`src/rtl/adder_arbiter_if.sv`:
```
// Signal bundle between adder_arbiter, its requesters, the shared cl_adder and the response consumer.
// The master modport is the arbiter's view; slave is the surrounding datapath.
interface adder_arbiter_if #(
  parameter int WIDTH = 32,
  parameter int NREQ  = 3
);
  localparam int IDW = (NREQ > 1) ? $clog2(NREQ) : 1;

  logic [NREQ-1:0]       req_valid;
  logic [NREQ-1:0]       req_op;
  logic [NREQ*WIDTH-1:0] req_A;
  logic [NREQ*WIDTH-1:0] req_B;
  logic [NREQ-1:0]       req_ready;

  logic [WIDTH-1:0]      add_A;
  logic [WIDTH-1:0]      add_B;
  logic                  add_Cin;
  logic [WIDTH-1:0]      add_out;
  logic                  add_overflow;

  logic                  rsp_valid;
  logic                  rsp_ready;
  logic [IDW-1:0]        rsp_id;
  logic [WIDTH-1:0]      rsp_sum;
  logic                  rsp_overflow;

  modport master (
    input  req_valid, req_op, req_A, req_B, add_out, add_overflow, rsp_ready,
    output req_ready, add_A, add_B, add_Cin, rsp_valid, rsp_id, rsp_sum, rsp_overflow
  );

  modport slave (
    output req_valid, req_op, req_A, req_B, add_out, add_overflow, rsp_ready,
    input  req_ready, add_A, add_B, add_Cin, rsp_valid, rsp_id, rsp_sum, rsp_overflow
  );
endinterface

```
`src/rtl/adder_arbiter.sv`:
```
// Round-robin arbiter time-sharing one combinational adder among NREQ requesters,
// with a single registered response slot under valid/ready backpressure.
module adder_arbiter #(
  parameter int WIDTH = 32,
  parameter int NREQ  = 3,
  parameter int IDW   = (NREQ > 1) ? $clog2(NREQ) : 1
) (
  input  logic            clk,
  input  logic            reset_n,
  adder_arbiter_if.master bus
);

  logic [IDW-1:0]   r_ptr;
  logic             r_rspValid;
  logic [IDW-1:0]   r_rspId;
  logic [WIDTH-1:0] r_rspSum;
  logic             r_rspOverflow;

  logic             w_slotFree;
  logic             w_grantValid;
  logic [IDW-1:0]   w_grantIdx;
  logic [NREQ-1:0]  w_grant;
  logic [WIDTH-1:0] w_opA;
  logic [WIDTH-1:0] w_opB;
  logic             w_opSub;

  // Gating with reset_n keeps grants and adder drive quiet while reset is held.
  assign w_slotFree = reset_n && (!r_rspValid || bus.rsp_ready);

  // Scanning downward lets the last hit win, which is the first valid requester at or above r_ptr.
  always_comb begin
    int idx;
    idx          = 0;
    w_grantValid = 1'b0;
    w_grantIdx   = '0;
    if (w_slotFree) begin
      for (int k = NREQ - 1; k >= 0; k--) begin
        idx = (int'(r_ptr) + k) % NREQ;
        if (bus.req_valid[idx]) begin
          w_grantValid = 1'b1;
          w_grantIdx   = IDW'(idx);
        end
      end
    end
  end

  assign w_grant = w_grantValid ? (NREQ'(1) << w_grantIdx) : '0;

  always_comb begin
    w_opA   = '0;
    w_opB   = '0;
    w_opSub = 1'b0;
    if (w_grantValid) begin
      w_opA   = bus.req_A[int'(w_grantIdx) * WIDTH +: WIDTH];
      w_opB   = bus.req_B[int'(w_grantIdx) * WIDTH +: WIDTH];
      w_opSub = bus.req_op[w_grantIdx];
    end
  end

  // Subtraction is A + ~B + 1 through the same adder.
  assign bus.req_ready = w_grant;
  assign bus.add_A     = w_opA;
  assign bus.add_B     = w_opSub ? ~w_opB : w_opB;
  assign bus.add_Cin   = w_opSub;

  always_ff @(posedge clk or negedge reset_n) begin
    if (!reset_n) begin
      r_ptr         <= '0;
      r_rspValid    <= 1'b0;
      r_rspId       <= '0;
      r_rspSum      <= '0;
      r_rspOverflow <= 1'b0;
    end else if (w_grantValid) begin
      r_rspValid    <= 1'b1;
      r_rspId       <= w_grantIdx;
      r_rspSum      <= bus.add_out;
      r_rspOverflow <= bus.add_overflow;
      r_ptr         <= (int'(w_grantIdx) == NREQ - 1) ? '0 : w_grantIdx + 1'b1;
    end else if (r_rspValid && bus.rsp_ready) begin
      r_rspValid    <= 1'b0;
    end
  end

  assign bus.rsp_valid    = r_rspValid;
  assign bus.rsp_id       = r_rspId;
  assign bus.rsp_sum      = r_rspSum;
  assign bus.rsp_overflow = r_rspOverflow;

endmodule
```
`src/flat_wrapper.sv`:
```
// flat-port wrapper written by rule: the top's interface ports become plain ports
module adder_arbiter_flat 
#(
  parameter int WIDTH = 32,
  parameter int NREQ  = 3,
  parameter int IDW   = (NREQ > 1) ? $clog2(NREQ) : 1
)
  (clk, reset_n, bus_req_valid, bus_req_op, bus_req_A, bus_req_B, bus_add_out, bus_add_overflow, bus_rsp_ready, bus_req_ready, bus_add_A, bus_add_B, bus_add_Cin, bus_rsp_valid, bus_rsp_id, bus_rsp_sum, bus_rsp_overflow);
  adder_arbiter_if #(.WIDTH(WIDTH), .NREQ(NREQ)) bus_i ();
  input  logic clk;
  input  logic reset_n;
  input wire logic [$bits(bus_i.req_valid)-1:0] bus_req_valid;
  input wire logic [$bits(bus_i.req_op)-1:0] bus_req_op;
  input wire logic [$bits(bus_i.req_A)-1:0] bus_req_A;
  input wire logic [$bits(bus_i.req_B)-1:0] bus_req_B;
  input wire logic [$bits(bus_i.add_out)-1:0] bus_add_out;
  input wire logic [$bits(bus_i.add_overflow)-1:0] bus_add_overflow;
  input wire logic [$bits(bus_i.rsp_ready)-1:0] bus_rsp_ready;
  output wire logic [$bits(bus_i.req_ready)-1:0] bus_req_ready;
  output wire logic [$bits(bus_i.add_A)-1:0] bus_add_A;
  output wire logic [$bits(bus_i.add_B)-1:0] bus_add_B;
  output wire logic [$bits(bus_i.add_Cin)-1:0] bus_add_Cin;
  output wire logic [$bits(bus_i.rsp_valid)-1:0] bus_rsp_valid;
  output wire logic [$bits(bus_i.rsp_id)-1:0] bus_rsp_id;
  output wire logic [$bits(bus_i.rsp_sum)-1:0] bus_rsp_sum;
  output wire logic [$bits(bus_i.rsp_overflow)-1:0] bus_rsp_overflow;
  assign bus_i.req_valid = bus_req_valid;
  assign bus_i.req_op = bus_req_op;
  assign bus_i.req_A = bus_req_A;
  assign bus_i.req_B = bus_req_B;
  assign bus_i.add_out = bus_add_out;
  assign bus_i.add_overflow = bus_add_overflow;
  assign bus_i.rsp_ready = bus_rsp_ready;
  assign bus_req_ready = bus_i.req_ready;
  assign bus_add_A = bus_i.add_A;
  assign bus_add_B = bus_i.add_B;
  assign bus_add_Cin = bus_i.add_Cin;
  assign bus_rsp_valid = bus_i.rsp_valid;
  assign bus_rsp_id = bus_i.rsp_id;
  assign bus_rsp_sum = bus_i.rsp_sum;
  assign bus_rsp_overflow = bus_i.rsp_overflow;
  adder_arbiter #(.WIDTH(WIDTH), .NREQ(NREQ), .IDW(IDW)) u_core (.clk(clk), .reset_n(reset_n), .bus(bus_i));
endmodule
```
`config.mk`:
```
export PLATFORM = sky130hd
export DESIGN_NAME = adder_arbiter_flat
export DESIGN_NICKNAME = d
export VERILOG_FILES = /design/src/rtl/adder_arbiter_if.sv /design/src/rtl/adder_arbiter.sv /design/src/flat_wrapper.sv
export SDC_FILE = /design/constraint.sdc
export NUM_CORES = 1
export LEC_CHECK = 0
export CORE_AREA = 2 2 131 133
export CTS_BUF_LIST = sky130_fd_sc_hd__clkbuf_8
export CTS_CLUSTER_SIZE = 40
export DETAILED_ROUTE_END_ITERATION = 10
export DIE_AREA = 0 0 133 135
export GPL_TIMING_DRIVEN = 0
export PLACE_DENSITY = 0.58
export SYNTH_ARGS = -nofsm -noshare
export SYNTH_HDL_FRONTEND = slang
export SYNTH_SLANG_ARGS = --single-unit
```
`constraint.sdc`:
```
create_clock -name clk -period 6.2 [get_ports clk]
set_input_delay 0.93 -clock clk [delete_from_list [all_inputs] [get_ports clk]]
set_output_delay 0.93 -clock clk [all_outputs]
set_load 0.05 [all_outputs]
```
# After elaboration in Yosys (flattened, before gate mapping)
# Cells that the tools add are included.
[classes]
n_addsub = 3
eq_ne = 1
mux = 27
n_div = 3
n_shift = 3
n_reduce_logical = 5
n_bitwise = 1
n_lt_le_gt_ge = 4
[ops]
columns = ["op", "count"]
rows = [
  ["indexed part select 96 x 8 -> 32 bit", 2],
  ["< comparator 32 x 4 -> 1 bit (second input constant)", 3],
  ["2-to-1 mux 32 bit", 3],
  ["remainder unit 32 x 3 -> 32 bit (second input constant)", 2],
  ["remainder unit 3 x 3 -> 32 bit (second input constant)", 1],
  ["inverter 32 bit", 1],
  ["2-to-1 mux 1 bit", 14],
  ["2-to-1 mux 2 bit", 5],
  ["binary-select mux 1 bit (select 2 bit)", 4],
  ["adder 2 x 1 -> 3 bit (second input constant)", 1],
  ["adder 2 x 2 -> 3 bit (second input constant)", 1],
  ["< comparator 2 x 3 -> 1 bit (second input constant)", 1],
  ["2-to-1 mux 3 bit", 1],
  ["left shift 1 x 2 -> 3 bit (first input constant)", 1],
  ["adder 2 x 1 -> 2 bit (second input constant)", 1],
  ["== test 2 bit (second input constant)", 1],
  ["logical AND 1 bit", 2],
  ["nonzero test 2 bit", 1],
  ["logical NOT 1 bit", 1],
  ["logical OR 1 bit", 1],
]
[word_totals]
out_inout_bits = 104
wordCells = 52
ff_bits = 38
input_bits = 234

# Logic depth before layout (Yosys ltp)
[depth]
word_depth = 13
mapped_depth = 11
ltp_nobuf = 8

# Worst setup path before layout
# OpenSTA, ideal clock, no wires.
[synth_timing]
path_type = "in2out"
from = "input bus_req_valid[0]"
to = "output bus_add_B[18]"
t_arrival_ns = 3.170
required_time_ns = 5.270
n_path_buf = 2
setup_slack_ns = 2.100
cell_stages = 8
cell_sequence = "nor2b_1 -> a211o_1 -> a2111oi_4 -> nor4b_2 -> buf_2 -> buf_6 -> a222oi_1 -> xor2_1"
[synth_via]
elab_chain_len = 11
[synth_lines]
columns = ["item", "line", "rtl"]
rows = [
  ["start: declaration", "flat_wrapper.sv:12", "input wire logic [$bits(bus_i.req_valid)-1:0] bus_req_valid;"],
  ["binary-select mux 1 bit (select 2 bit)", "adder_arbiter.sv:39", "if (bus.req_valid[idx]) begin"],
  ["2-to-1 mux 1 bit (implied by the code) (2 in series)", "adder_arbiter.sv:39", ""],
  ["2-to-1 mux 2 bit (3 in series)", "adder_arbiter.sv:39", ""],
  ["2-to-1 mux 2 bit", "adder_arbiter.sv:36", "if (w_slotFree) begin"],
  ["indexed part select 96 x 8 -> 32 bit or binary-select mux 1 bit (select 2 bit) (tied branches)", "adder_arbiter.sv:55, adder_arbiter.sv:56", ""],
  ["2-to-1 mux 32 bit or 2-to-1 mux 1 bit (tied branches)", "adder_arbiter.sv:53, adder_arbiter.sv:56", ""],
  ["inverter 32 bit or 2-to-1 mux 1 bit (tied branches)", "adder_arbiter.sv:63, adder_arbiter.sv:53", ""],
  ["2-to-1 mux 32 bit *", "adder_arbiter.sv:63", "assign bus.add_B = w_opSub ? ~w_opB : w_opB;"],
  ["end: declaration", "flat_wrapper.sv:21", "output wire logic [$bits(bus_i.add_B)-1:0] bus_add_B;"],
]
# Every way passes the cells marked *; elsewhere a longest branch is shown, timed or not. The select of a mux whose other input is x is not followed.

# Final worst setup path
[layout_timing]
from = "input bus_req_valid[1]"
to = "output bus_add_A[23]"
[layout_via]
elab_chain_len = 9
[layout_lines]
columns = ["item", "line", "rtl"]
rows = [
  ["binary-select mux 1 bit (select 2 bit)", "adder_arbiter.sv:39", ""],
  ["2-to-1 mux 1 bit (implied by the code) (2 in series)", "adder_arbiter.sv:39", ""],
  ["2-to-1 mux 2 bit (3 in series)", "adder_arbiter.sv:39", ""],
  ["2-to-1 mux 2 bit", "adder_arbiter.sv:36", ""],
  ["indexed part select 96 x 8 -> 32 bit", "adder_arbiter.sv:54", "w_opA = bus.req_A[int'(w_grantIdx) * WIDTH +: WIDTH];"],
  ["2-to-1 mux 32 bit *", "adder_arbiter.sv:53", "if (w_grantValid) begin"],
  ["end: declaration", "flat_wrapper.sv:20", "output wire logic [$bits(bus_i.add_A)-1:0] bus_add_A;"],
]
# Marked as above.

==> run summary <==
status = completed
clock root cell = clkbuf_8
Required @ worst endpoint = 5270 ps
syn avg cell area = 9.487 µm²
P_leak = 2.581 nW
overall power = 3.985 mW
Final nets = 885
post-synth design cell area = 2884 µm²
Clock Path Buffers = 2
Clock Sinks = 38
Fin. Hold Viols = 0
Routed Antenna Nets = 0
CP max stage delay = 820 ps
total clock buffers created by CTS = 5
setup ws final = 663.1 ps
RR Startpoint = u_core.r_ptr[1]
Port Buf Inserts = 337
RSZ-0062 raised after global routing = false
crit path buf inv count = 4
Slew Limit Headroom = 42.15%
layout cells sized above 1 = 9.568%
H-Tree Depth = 2
delay-heaviest family, CP = buffers and inverters
Max Slew Vio Count = 0
DRT iter0 DRCs = 280
placed cell areas = 6528 µm²
Vias = 3844
crit end category = primary output
R2R depth = 10
Async SR Flop Fraction = 100.0%
Initial Util = 17.58%
Die Height = 135 µm
skew final = 3.391 ps
DRT Wirelength = 15.92 mm
hold buffers post-CTS = 0
dpl ws = 700.9 ps
DP HPWL = 13.38 mm
Via density = 4.423
register area share after synthesis = 32.97%
vias in the first global route = 3985
crit path launch type = input pin
Synth top cells by count = 66 x nand2_1, 38 x dfrtp_1, 33 x a222oi_1, 33 x mux2_2
Hold WS = 483.3 ps
Synth area leader = dfrtp_1
HP Start = u_core.bus.rsp_id[1]
most frequent cell after synthesis = nand2_1
top_reg_cell synth = dfrtp_1
core area = 16410 µm²
Pwr Density = 599.9 nW/µm²
CTS resizes = 0
CTS tree = yes
Synth top area share = 32.97%
worst reg2reg setup slack = 3150 ps
die area = 17960 µm²
DRT Pass-1 Iters = 7
critical path cell sequence = clkdlybuf4s50_1, mux2i_1, o21ai_0, a31oi_1, nor2b_1, clkbuf_1, clkbuf_1, a22oi_1, nand2_1, clkdlybuf4s50_1
top cells by area, synth = dfrtp_1 33%, mux2_2 13%, a222oi_1 11%, xor2_1 9.7%, nand2_1 8.6%
Worst Tran Pin Value = 867.7 ps
# setup viols final = 0
pin count of the biggest net entering global routing = 40
peak supply drop = 547.7 µV
Final Critical Period = 5537 ps
DIE WIDTH = 133 µm
CP Max Fanout = 10
Core Rows = 47
Syn. warnings = 0
cell count along the critical path = 10
Post-route DRC = 0
min-delay worst type = flip-flop to flip-flop
Max-cap violations = 0
Area Overhead vs Synth = 130.3%
worst r2r dst = u_core.bus.rsp_id[1]
cell area after layout = 6643 µm²
Worst path slowest cell = clkdlybuf4s50_1
#FFs+latches synth = 38
WL per Instance = 18.32 µm
RePlAce Congestion = 0.8413
worst path arrival time = 4610 ps
synthesized instance count = 304
Crit Path Class = input pin to primary output
# IOs = 338
initial antenna violation count = 1
Clock Pin Slew Worst Setup and Hold Paths = 70 ps
Min-Delay Path Depth = 1
Synth cell types = 32
final core utilization = 40.49%
grt total ovfl = 0
syn nets = 541
clock latency on the worst-skew pair = 280 ps
part of the cycle the worst path needs = 89.30%
Tot GR Track Use = 16.20%
f_max = 180.6 MHz
Post-synth EDFFs = 0
Hold EP = u_core.bus.rsp_id[1]
Post-CTS Setup Inserts = 0
global-route wire length before repair = 22.85 mm
state kept, by name, indices dropped and copies added, names as in the netlist:
name and cells:
u_core.bus.rsp_sum 32, u_core.bus.rsp_overflow 1, u_core.bus.rsp_id 2, u_core.bus.rsp_valid 1, u_core.r_ptr 2
stage by stage:
stage                     TNS (ps)  std cells
after floorplan                  0        304
after global placement      -10770        861
after detailed placement         0        861
after CTS                        0        868
after global routing             0        869
final                            0        869
kinds of logic after synthesis:
family,Yosys count,share of synthesized area [%]
compound gates,78,23.90
xor+xnor,32,9.718
fa+ha+maj,3,1.302
buf+inv,36,6.464
flops,38,32.97
mux,35,13.58
simple gates,82,12.06
layout by cell type (no fill, tap or decap), drive strengths merged:
master | Yosys | layout
clkdlybuf4s50 | 0 | 336
nand2 | 66 | 66
dfrtp | 38 | 38
a222oi | 33 | 33
mux2 | 33 | 33
xor2 | 32 | 32
a22oi | 32 | 32
buf | 18 | 19
clkbuf | 12 | 18
inv | 6 | 6
nor2 | 5 | 5
nor2b | 4 | 4
nand2b | 3 | 3
ha | 3 | 3
mux2i | 2 | 2
o21ai | 2 | 2
o21bai | 2 | 2
a21o | 2 | 2
diode | 0 | 1
a21boi | 1 | 1
o2111ai | 1 | 1
nor4bb | 1 | 1
nor3b | 1 | 1
nor3 | 1 | 1
o32a | 1 | 1
a211o | 1 | 1
a2111oi | 1 | 1
a31oi | 1 | 1
nor4b | 1 | 1
o22ai | 1 | 1
bufinv | 0 | 1
routing by layer:
| metal | up-vias | track usage, % | part of all wire (%) |
|---|---|---|---|
| met5 | - | 0 | 0 |
| met4 | 0 | 3.465 | 0.73 |
| met3 | 10 | 4.354 | 8.4 |
| met2 | 201 | 28.99 | 52 |
| met1 | 1799 | 19.50 | 39 |
| li1 | 1834 | - | - |
worst max path at each step:
| stage | start | to | slack, ps |
|---|---|---|---|
| global route | reset_n | bus_add_A[23] | 420 |
| detailed placement | reset_n | bus_add_A[23] | 700 |
| global placement | reset_n | bus_add_A[23] | -450 |
| finish | bus_req_valid[1] | bus_add_A[23] | 660 |
| CTS | reset_n | bus_add_A[23] | 680 |
| floorplan | bus_req_valid[0] | bus_add_B[18] | 2100 |
cell type report:
class	count	area, µm²
Sequential cell	38	950.9
Fill cell	1583	9764
Clock buffer	6	82.58
Tap cell	220	275.3
Inverter	6	22.52
Buffer	30	163.9
Multi-Input combinational cell	230	1747
Timing Repair Buffer	337	3368
Antenna cell	1	2.502
Clock inverter	1	30.03
where the power goes:
part / switching [mW] / internal [mW] / total (mW)
sequential: 0.0643 / 0.374 / 0.438
combinational: 2.15 / 1.19 / 3.34
clock: 0.0817 / 0.129 / 0.210
total: 2.30 / 1.69 / 3.98
(Power assumes the default switching activity.)
